**config.mk**
```make
export PLATFORM = sky130hd
export DESIGN_NAME = cvp_vector_lsu
export DESIGN_NICKNAME = d
export VERILOG_FILES = /design/src/rtl/cvp_vector_lsu.sv
export SDC_FILE = /design/constraint.sdc
export NUM_CORES = 1
export LEC_CHECK = 0
export BUFFER_PORTS_ARGS = -buffer_cell sky130_fd_sc_hd__buf_2
export CAP_MARGIN = 0
export CORE_UTILIZATION = 30
export DETAILED_ROUTE_END_ITERATION = 16
export PLACE_DENSITY = 0.57
export SYNTH_ARGS = -nofsm -noshare
export SYNTH_HDL_FRONTEND = slang
export SYNTH_SLANG_ARGS = --single-unit
```
**constraint.sdc**
```tcl
create_clock -name Clk1 -period 27.4 [get_ports Clk1]
set_clock_uncertainty 0.2 [all_clocks]
set_input_delay 5.48 -clock Clk1 [delete_from_list [all_inputs] [get_ports Clk1]]
set_output_delay 5.48 -clock Clk1 [all_outputs]
set_load 0.1 [all_outputs]
```
**src/rtl/cvp_vector_lsu.sv**
```systemverilog
// cvp_vector_lsu: strided vector load/store sequencer with wait-state handshake.
// Reads are pipelined one deep; the returned word lands in the lane recorded at accept time.
module cvp_vector_lsu #(
    parameter int LANES = 16,
    parameter int EW    = 16,
    parameter int AW    = 16,
    parameter int CW    = $clog2(LANES + 1)
) (
    input  logic                Clk1,
    input  logic                Reset,
    input  logic                start,
    input  logic                is_store,
    input  logic [AW-1:0]       base_addr,
    input  logic [AW-1:0]       stride,
    input  logic [CW-1:0]       count,
    input  logic [LANES*EW-1:0] store_data,
    input  logic                mem_wait,
    input  logic [EW-1:0]       DataIn,
    output logic [AW-1:0]       Addr,
    output logic                RD,
    output logic                WR,
    output logic                V,
    output logic [EW-1:0]       dataOut,
    output logic                busy,
    output logic                done,
    output logic [LANES*EW-1:0] load_data
);
    typedef enum logic [2:0] {IDLE, LOAD, LDRAIN, STORE, DONE} state_t;

    state_t              state_q, state_d;
    logic [AW-1:0]       addr_q, addr_d, stride_q;
    logic [CW-1:0]       idx_q, idx_d, n_q, plidx_q, n_in;
    logic [LANES*EW-1:0] sdata_q, ld_q;
    logic                pv_q, pv_d, last, take;

    assign n_in = (count > CW'(LANES)) ? CW'(LANES) : count;
    assign last = idx_q == n_q - CW'(1);
    assign take = (state_q == IDLE) && start;

    always_comb begin
        state_d = state_q;
        addr_d  = addr_q;
        idx_d   = idx_q;
        pv_d    = 1'b0;
        case (state_q)
            IDLE: if (start) begin
                addr_d  = base_addr;
                idx_d   = '0;
                state_d = (n_in == '0) ? DONE : is_store ? STORE : LOAD;
            end
            LOAD, STORE: if (!mem_wait) begin
                addr_d = addr_q + stride_q;
                idx_d  = idx_q + CW'(1);
                pv_d   = state_q == LOAD;
                if (last) state_d = (state_q == LOAD) ? LDRAIN : DONE;
            end
            LDRAIN:  state_d = DONE;
            DONE:    state_d = IDLE;
            default: state_d = IDLE;
        endcase
    end

    assign RD        = state_q == LOAD;
    assign WR        = state_q == STORE;
    assign V         = RD | WR;
    assign busy      = state_q != IDLE;
    assign done      = state_q == DONE;
    assign Addr      = V ? addr_q : '0;
    assign dataOut   = WR ? sdata_q[int'(idx_q)*EW +: EW] : '0;
    assign load_data = ld_q;

    always_ff @(posedge Clk1 or posedge Reset) begin
        if (Reset) begin
            state_q  <= IDLE;
            addr_q   <= '0;
            stride_q <= '0;
            idx_q    <= '0;
            n_q      <= '0;
            plidx_q  <= '0;
            pv_q     <= 1'b0;
            sdata_q  <= '0;
            ld_q     <= '0;
        end else begin
            state_q <= state_d;
            addr_q  <= addr_d;
            idx_q   <= idx_d;
            pv_q    <= pv_d;
            plidx_q <= idx_q;
            if (take) begin
                stride_q <= stride;
                n_q      <= n_in;
                sdata_q  <= store_data;
            end
            // a zero-length load leaves the previous result in place
            if (take && !is_store && n_in != '0) ld_q <= '0;
            else if (pv_q) ld_q[int'(plidx_q)*EW +: EW] <= DataIn;
        end
    end
endmodule

```
==> flow_summary.toml <==
[status]
status = "completed"

[global_routing]
track_usage_pct = 21.0
antenna_found_initial = 42
grt_pass1_wl_mm = 128
grt_pass1_vias = 19500
grt_max_degree = 120
grt-ovfl-total = 0

[layout]
nets = 3125
mostFrequentLayoutCells = "nand2_1, buf_2, dfrtp_1, a22o_1, mux4_2"
area.growth.synth_to_final_pct = 25.6
drive_gt1_share_pct = 30.2
nFillCells = 8021
seq_area_um2 = 14100
final_common_cell = "nand2_1"
fin_area_um2 = 30500
multiInputGateArea_um2 = 9460

[synth]
ys_seq_elements = 563
synthArstFlopShare_pct = 100
yosysSeqAreaShare_pct = 57.9
synth.distinct_cells = 69
yosys.area.top_type_share_pct = 57.9
synth_flop_cell = "dfrtp_1"
syn_inst = 2251
syn-num-nets = 2585
synth_edf_count = 0
synthMuxAreaShare_pct = 9.06
synthAdderAreaFrac_pct = 1.06
synthSimpleGateAreaFrac_pct = 17.6
syn_area_um2 = 24300
synth_top_family_by_area = "simple AND/OR/NAND/NOR gates"
synthTopCellsByArea = "dfrtp_1, nand2_1, a22o_1"
yosysTopAreaCell = "dfrtp_1"
synth.avg_cell_area_um2 = 10.8
yosysWarnings = 0
synth_compound_area_share_pct = 10.4
synth_xor_area_share_pct = 0.756

[pwr]
leakagePower_nw = 16.3
power_density_nw_per_um2 = 129
peakVddDrop_uv = 67.8

[clock_tree]
postCtsSetupBuffers = 0
clkSinkCount = 563
clockBufferDepth = 3
clkTransAtPathRegs_ps = 60
clock_latency_ps = 600
clockRootBuffer = "clkbuf_16"
holdBufCountCts = 0
cts_tree = "built"
h-tree-depth = 3
cts_resized = 0
cts_buffers = 68

[drt]
wl_per_cell_um = 22.3
top_layer = "met5"
remaining_drc_errors = 0
postRouteAntennaNets = 0
drt-met1-wl_mm = 34.4
drt_iter0_drc = 1198
wirelength_mm = 87.5
met3_wirelength_mm = 6.47
routed-via-count = 19200
wl_met2_mm = 42.6
via_per_inst = 4.90
dr.pass1.iters = 8

[critical_path]
cp_data_required_time_ps = 21720
arrival_ps = 3890
crit_path_end_kind = "output port"
worstPathMaxFanout = 51
worstSetupPathType = "register to output port"
crit_path_start_kind = "register"

[timing]
rsz0062_at_grt = "no"
clock.fmax_mhz = 104
hold_violations = 0
slew_headroom_pct = 17.3
min_period_ps = 9570
period_share_pct = 34.9
setup_tns_ps = 0
setup_viol = 0
slew_violations = 0
worst_pin_slew_ps = 1240

[floorplan]
rows = 104
design.die.area_um2 = 82200
coreArea_um2 = 80400
ioPinCount = 607
die_h_um = 287
start_util_pct = 30.3
die_width_um = 287

[placement]
post-dp-hpwl_mm = 63.2
place_area_um2 = 28200
port_buffers = 606
place_congestion = 0.893

[worst_hold_path]
hold_class = "register to register"

[flow_run]
cap_violations = 0
synth_stat cells (all sizes together), types with 6 or more instances:
| library cell | count |
|---|---|
| inv | 17 |
| xor2 | 10 |
| nand2 | 849 |
| o21ai | 24 |
| a21oi | 28 |
| nand3b | 7 |
| mux4 | 80 |
| buf | 67 |
| nor2b | 19 |
| nor2 | 82 |
| nand2b | 8 |
| nor3 | 16 |
| ha | 19 |
| mux2i | 39 |
| a211oi | 6 |
| dfrtp | 563 |
| nand3 | 7 |
| a22o | 220 |
| and2 | 18 |
| a31oi | 10 |
| nand4 | 6 |
| clkbuf | 96 |
| xnor2 | 11 |
critical path, cell delays in order, from the launching register on:
cell     delay [ps]
dfrtp_4         690
buf_4           840
mux4_2          680
mux4_2          500
nor2b_1         160
buf_2           310
metrics by stage:
| stage | util [%] | hold WS (ps) | instances | setup slack (ps) | power (mW) |
|---|---|---|---|---|---|
| 2_1_floorplan | - | 152 | 2251 | 5970 | 2.61 |
| 3_3_place_gp | 35.1 | 204 | 3781 | 18100 | 3.02 |
| 3_5_place_dp | 35.1 | 200 | 3781 | 18090 | 3.04 |
| 4_1_cts | 37.9 | 209 | 3900 | 17680 | 3.99 |
| 5_1_grt | 37.9 | 216 | 3907 | 17570 | 4.16 |
| 6_report | 38.0 | 194 | 3919 | 17830 | 3.95 |
logic make-up after synthesis:
| logic type | Yosys count |
|---|---|
| DFF | 563 |
| xor gates and xnor gates | 21 |
| buffers and inverters | 180 |
| adders and majority gates | 20 |
| muxes | 120 |
| and+or+nand+nor | 1036 |
| AOI/OAI and AO/OA | 311 |
metal layers:
| metal | up-vias | GRT usage, % |
|---|---|---|
| li1 | 8762 | - |
| met5 | - | 0 |
| met1 | 9586 | 25.3 |
| met2 | 643 | 34.9 |
| met3 | 187 | 5.55 |
| met4 | 38 | 9.53 |
worst paths after layout:
kind,endpoint,start,slack (ps),cells past startpoint
min in group asynchronous,load_data[140],Reset,4860,2
max in group asynchronous,sdata_q[215],Reset,18970,5
min reg2reg,plidx_q[3],idx_q[3],190,0
max,dataOut[7],idx_q[0],17830,5
min,plidx_q[3],idx_q[3],190,0
max reg2reg,load_data[175],plidx_q[0],23690,9
sequential cells by signal, indices dropped and copies added (netlist names):
signal / flops
sdata_q: 256
load_data: 256
idx_q: 5
pv_q: 1
plidx_q: 5
n_q: 5
state_q: 3
stride_q: 16
addr_q: 16
power breakdown:
group	internal, mW	leakage (nW)	switching [mW]
logic	0.498	7.84	1.19
registers	1.10	7.37	0.216
clock network	0.561	1.11	0.374
area by class of cell:
| cell class | count | share of cell area, % |
|---|---|---|
| flip-flops and latches | 563 | 46.1 |
| multi-input cells | 1508 | 31.0 |
| repair buffers | 633 | 10.6 |
| clock buffers | 92 | 6.13 |
| well taps | 1060 | 4.34 |
| clock inverters | 27 | 1.43 |
| inverters | 17 | 0.233 |
| diodes | 19 | 0.156 |
(Power assumes the default switching activity.)
